$ cat config.mk
export PLATFORM = sky130hd
export DESIGN_NAME = signed_integrate_dump
export DESIGN_NICKNAME = d
export VERILOG_FILES = /design/src/rtl/signed_integrate_dump.sv
export SDC_FILE = /design/constraint.sdc
export NUM_CORES = 1
export LEC_CHECK = 0
export CORE_MARGIN = 5
export CORE_UTILIZATION = 50
export DETAILED_ROUTE_END_ITERATION = 10
export PLACE_DENSITY = 0.76
export REMOVE_ABC_BUFFERS = 1
export SYNTH_ARGS = -nofsm -noshare
export SYNTH_HDL_FRONTEND = slang
export SYNTH_SLANG_ARGS = --single-unit
$ cat constraint.sdc
create_clock -name i_clk -period 3.5 [get_ports i_clk]
set_input_delay 0.7 -clock i_clk [delete_from_list [all_inputs] [get_ports i_clk]]
set_output_delay 0.7 -clock i_clk [all_outputs]
set_load 0.01 [all_outputs]
$ cat src/rtl/signed_integrate_dump.sv
// signed_integrate_dump
// Integrate-and-dump accumulator for signed samples. Sums NSAMP accepted
// samples into a full-precision result, presents it with a valid/ready
// handshake, and holds it until downstream takes it. While a result is
// waiting, upstream is throttled to the downstream ready so that the first
// sample of the next block can enter in the same cycle as the consume.

module signed_integrate_dump #(
    parameter  int IWIDTH = 17,
    parameter  int NSAMP  = 8,
    localparam int OWIDTH = IWIDTH + $clog2(NSAMP),
    localparam int CWIDTH = $clog2(NSAMP)
) (
    input  logic              i_clk,
    input  logic              i_rst_n,
    input  logic              i_clear,
    input  logic              i_valid,
    output logic              o_ready,
    input  logic [IWIDTH-1:0] i_data,
    output logic              o_valid,
    input  logic              i_ready,
    output logic [OWIDTH-1:0] o_data,
    output logic [CWIDTH-1:0] o_count
);

    typedef enum logic [0:0] {
        ST_ACCUM = 1'b0,
        ST_HOLD  = 1'b1
    } state_t;

    localparam logic [CWIDTH-1:0] LAST_COUNT = CWIDTH'(NSAMP - 1);

    state_t                    state_r;
    state_t                    state_next_s;
    logic signed [OWIDTH-1:0]  acc_r;
    logic signed [OWIDTH-1:0]  data_r;
    logic [CWIDTH-1:0]         count_r;
    logic                      valid_r;
    logic                      ready_s;
    logic                      accept_s;
    logic                      consume_s;
    logic                      last_s;
    logic signed [OWIDTH-1:0]  sample_ext_s;

    // Widen a two's-complement sample to the accumulator width.
    function automatic logic signed [OWIDTH-1:0] sign_extend(input logic [IWIDTH-1:0] x);
        return {{(OWIDTH - IWIDTH){x[IWIDTH-1]}}, x};
    endfunction

    assign accept_s     = i_valid && ready_s;
    assign consume_s    = valid_r && i_ready;
    assign last_s       = (count_r == LAST_COUNT);
    assign sample_ext_s = sign_extend(i_data);

    assign o_ready = ready_s;
    assign o_valid = valid_r;
    assign o_data  = data_r;
    assign o_count = count_r;

    // State register.
    always_ff @(posedge i_clk or negedge i_rst_n) begin
        if (!i_rst_n) begin
            state_r <= ST_ACCUM;
        end else begin
            state_r <= state_next_s;
        end
    end

    // Next-state logic; clear always returns to accumulation.
    always_comb begin
        state_next_s = state_r;
        if (i_clear) begin
            state_next_s = ST_ACCUM;
        end else begin
            case (state_r)
                ST_ACCUM: begin
                    if (accept_s && last_s) begin
                        state_next_s = ST_HOLD;
                    end else begin
                        state_next_s = ST_ACCUM;
                    end
                end
                ST_HOLD: begin
                    if (consume_s) begin
                        state_next_s = ST_ACCUM;
                    end else begin
                        state_next_s = ST_HOLD;
                    end
                end
                default: begin
                    state_next_s = ST_ACCUM;
                end
            endcase
        end
    end

    // Upstream ready: free-running while accumulating, tied to downstream while holding.
    always_comb begin
        ready_s = 1'b1;
        case (state_r)
            ST_ACCUM: ready_s = 1'b1;
            ST_HOLD:  ready_s = i_ready;
            default:  ready_s = 1'b1;
        endcase
    end

    // Accumulator, sample counter and result register.
    always_ff @(posedge i_clk or negedge i_rst_n) begin
        if (!i_rst_n) begin
            acc_r   <= '0;
            count_r <= '0;
            data_r  <= '0;
            valid_r <= 1'b0;
        end else if (i_clear) begin
            acc_r   <= '0;
            count_r <= '0;
            valid_r <= 1'b0;
        end else begin
            case (state_r)
                ST_ACCUM: begin
                    if (accept_s && last_s) begin
                        data_r  <= acc_r + sample_ext_s;
                        acc_r   <= '0;
                        count_r <= '0;
                        valid_r <= 1'b1;
                    end else if (accept_s) begin
                        acc_r   <= acc_r + sample_ext_s;
                        count_r <= count_r + CWIDTH'(1);
                    end else begin
                        acc_r   <= acc_r;
                        count_r <= count_r;
                    end
                end
                ST_HOLD: begin
                    if (consume_s) begin
                        valid_r <= 1'b0;
                    end else begin
                        valid_r <= valid_r;
                    end
                    // A sample accepted alongside the consume opens the next block.
                    if (accept_s) begin
                        acc_r   <= sample_ext_s;
                        count_r <= CWIDTH'(1);
                    end else begin
                        acc_r   <= acc_r;
                        count_r <= count_r;
                    end
                end
                default: begin
                    acc_r   <= '0;
                    count_r <= '0;
                    valid_r <= 1'b0;
                end
            endcase
        end
    end

endmodule

==> flow_summary.ini <==
[run_status]
status = complete, no violations

[detailed_routing]
drt_iter0_drc = 133
routedWlPerCell_um = 15.57
ant_nets = 0
wl_mm = 6.662
drc = 0
dr_total_vias = 2443
avgViaCountPerCell = 5.708
drt_first_pass_iters = 4

[power]
p_comb_frac = 0.479
p_per_area_mw_per_mm2 = 547.9
total_leakage_power_nw = 1.604
p_switching_uw = 746.5
ir_worst_vdd_mv = 0.2215
clock_power_share = 0.181
switching_share = 0.3916
seqPwrFrac = 0.340
internal_power_mw = 1.160

[grt]
track_usage = 0.1907
grt_start_max_net_pins = 46
grt_overflow = 0
grt_pass1_vias = 2382
antenna_found_initial = 0
grt_pass1_wl_mm = 11.42

[synth]
async_flop_share = 1.000
synth_seq_cells = 45
synth.distinct_cells = 43
synthCells = 312
syn_area_sq_mm = 0.002860
yosys_warnings = 0
syn_avg_cell_area_sq_um = 9.167
synth_ff_type = dfrtp_1
ys_seq_area_frac = 0.3937
synth_edf_count = 0

[sta]
finalCritPeriodShare = 0.8307
setup_tns_ps = 0
maxSlewHeadroom = 0.3286
setup_viol = 0
fin_crit_ps = 2908
rsz0062_at_grt = false
hold_viol = 0
worstMarginPinSlew_ps = 1007
timing.fmax_ghz = 0.3439
slew_viol_final = 0
timing.final.ws_setup_ps = 592.5
finClkSkew_ps = 12.99

[floorplanning]
rows = 27
die_h_um = 85.64
core-area_sq_mm = 0.005540
die_area_sq_mm = 0.007333
die_w_um = 85.64
initial_utilization = 0.5163
io_pins = 47

[place]
placed_cell_area_sq_mm = 0.003383
gp_congestion = 0.8844
dp.cells = 420
io_buffers = 46
dp_hpwl_mm = 4.845
place_ws_ps = 276.9

[worst_setup_path]
start_kind = input pin
r2r_slack_ps = 1040
startpoint = i_data[8]
crit_type = in -> reg
critPathArrivalTime_ps = 3100
timing.rr.end = acc_r[19]
worstPathRequired_ps = 3690
end_kind = flip-flop
crit_end = acc_r[19]
worstRegToRegCells = 8
reg2reg_from = acc_r[8]
cp_max_fo = 5

[clocking]
clk_pin_slew_ps = 80
cts_sinks = 45
cts_hold_buf = 0
post_cts_buffers = 0
clockBufferDepth = 2
ctsRootBufferMaster = clkbuf_8
insertion_delay_ps = 300
htree_levels = 2
post_cts_resized = 0
cts_tree = built
cts-buffers-inserted = 5

[cells_and_area]
drive_gt1_frac = 0.07303
nets = 399
most-common-layout-cells = dfrtp_1, clkdlybuf4s50_1, nand2_1
fin_area_sq_mm = 0.003480
antenna_cells = 0
fill_cells = 494
area_growth_pct = 21.65
layoutNonFillerInstCount = 428

[job]
maxCapViolCount = 0

[worst_hold_path]
hp-class = reg -> reg
==> cell usage after synthesis, drive strengths merged (6+ instances only) <==
library cell / count / area (sq um)
nor2: 30 / 112.6
a21o: 8 / 60.06
nand2: 35 / 131.4
xor2: 10 / 87.58
clkbuf: 12 / 45.04
mux2: 8 / 90.09
nand2b: 9 / 56.30
a221oi: 9 / 85.08
o21ai: 24 / 120.1
nand3: 9 / 45.04
a21oi: 22 / 110.1
inv: 7 / 26.28
dfrtp: 45 / 1126
nand4: 6 / 37.54
ha: 21 / 262.8
xnor2: 8 / 70.07
==> cells by family (layout without fill, tap and decap cells) <==
| group | count (synthesis) | after routing | share of synthesized area |
|---|---|---|---|
| simple gates | 106 | 106 | 0.1750 |
| fa+ha+maj | 22 | 22 | 0.09886 |
| compound gates | 88 | 88 | 0.2052 |
| flops | 45 | 45 | 0.3937 |
| mux | 11 | 11 | 0.04200 |
| xor+xnor | 18 | 18 | 0.05512 |
| buf+inv | 22 | 66 | 0.03018 |
==> power by group through the flow <==
| stage | Combinational (mW) | Sequential (mW) | Clock [mW] |
|---|---|---|---|
| after global placement | 0.886 | 0.656 | 0 |
| after CTS | 0.907 | 0.649 | 0.355 |
| after floorplan | 0.699 | 0.648 | 0 |
| after global routing | 1.02 | 0.660 | 0.376 |
| final | 0.913 | 0.649 | 0.345 |
| after detailed placement | 0.901 | 0.660 | 0 |
==> cell type report <==
| class | instances | area (sq um) | share of cell area |
|---|---|---|---|
| well taps | 72 | 90.09 | 0.02589 |
| flip-flops and latches | 45 | 1126 | 0.3236 |
| repair buffers | 51 | 493.0 | 0.1417 |
| clock buffers | 6 | 82.58 | 0.02373 |
| inverters | 7 | 26.28 | 0.007551 |
| multi-input cells | 245 | 1648 | 0.4736 |
| clock inverters | 2 | 13.76 | 0.003955 |
==> metal layers <==
| layer | share of wire | track usage |
|---|---|---|
| met1 | 0.48 | 0.2651 |
| met2 | 0.46 | 0.3016 |
| met3 | 0.045 | 0.04227 |
| met4 | 0.011 | 0.04892 |
| met5 | 0 | 0 |
==> critical path: stages <==
cell and delay, ps:
clkdlybuf4s50_1 430, ha_1 380, and3_1 230, nand4_1 140, o21bai_4 220, a211o_1 300
a221oi_2 340, o21ai_0 130, a21bo_2 220
==> metrics by stage <==
step	power [mW]	hold slack (ps)	util
2_1_floorplan	1.347	404.4	-
3_3_place_gp	1.542	460.7	0.6107
5_1_grt	2.056	510.4	0.6280
4_1_cts	1.912	491.0	0.6280
3_5_place_dp	1.561	472.9	0.6107
6_report	1.907	484.7	0.6280
==> worst min-delay path by stage <==
stage	to	start	cells past startpoint	slack (ps)
floorplan	acc_r[0]	i_rst_n	0	400
global placement	o_data[10]	o_data[10]	2	460
detailed placement	o_data[12]	o_data[12]	2	470
CTS	o_data[12]	o_data[12]	2	490
global route	o_data[18]	o_data[18]	2	510
finish	o_data[12]	o_data[12]	2	480
==> state kept, by name, summed over array words and instances (netlist names) <==
name,count
acc_r,20
o_count,3
o_data,20
o_valid,1
state_r,1
(Power assumes the default switching activity.)
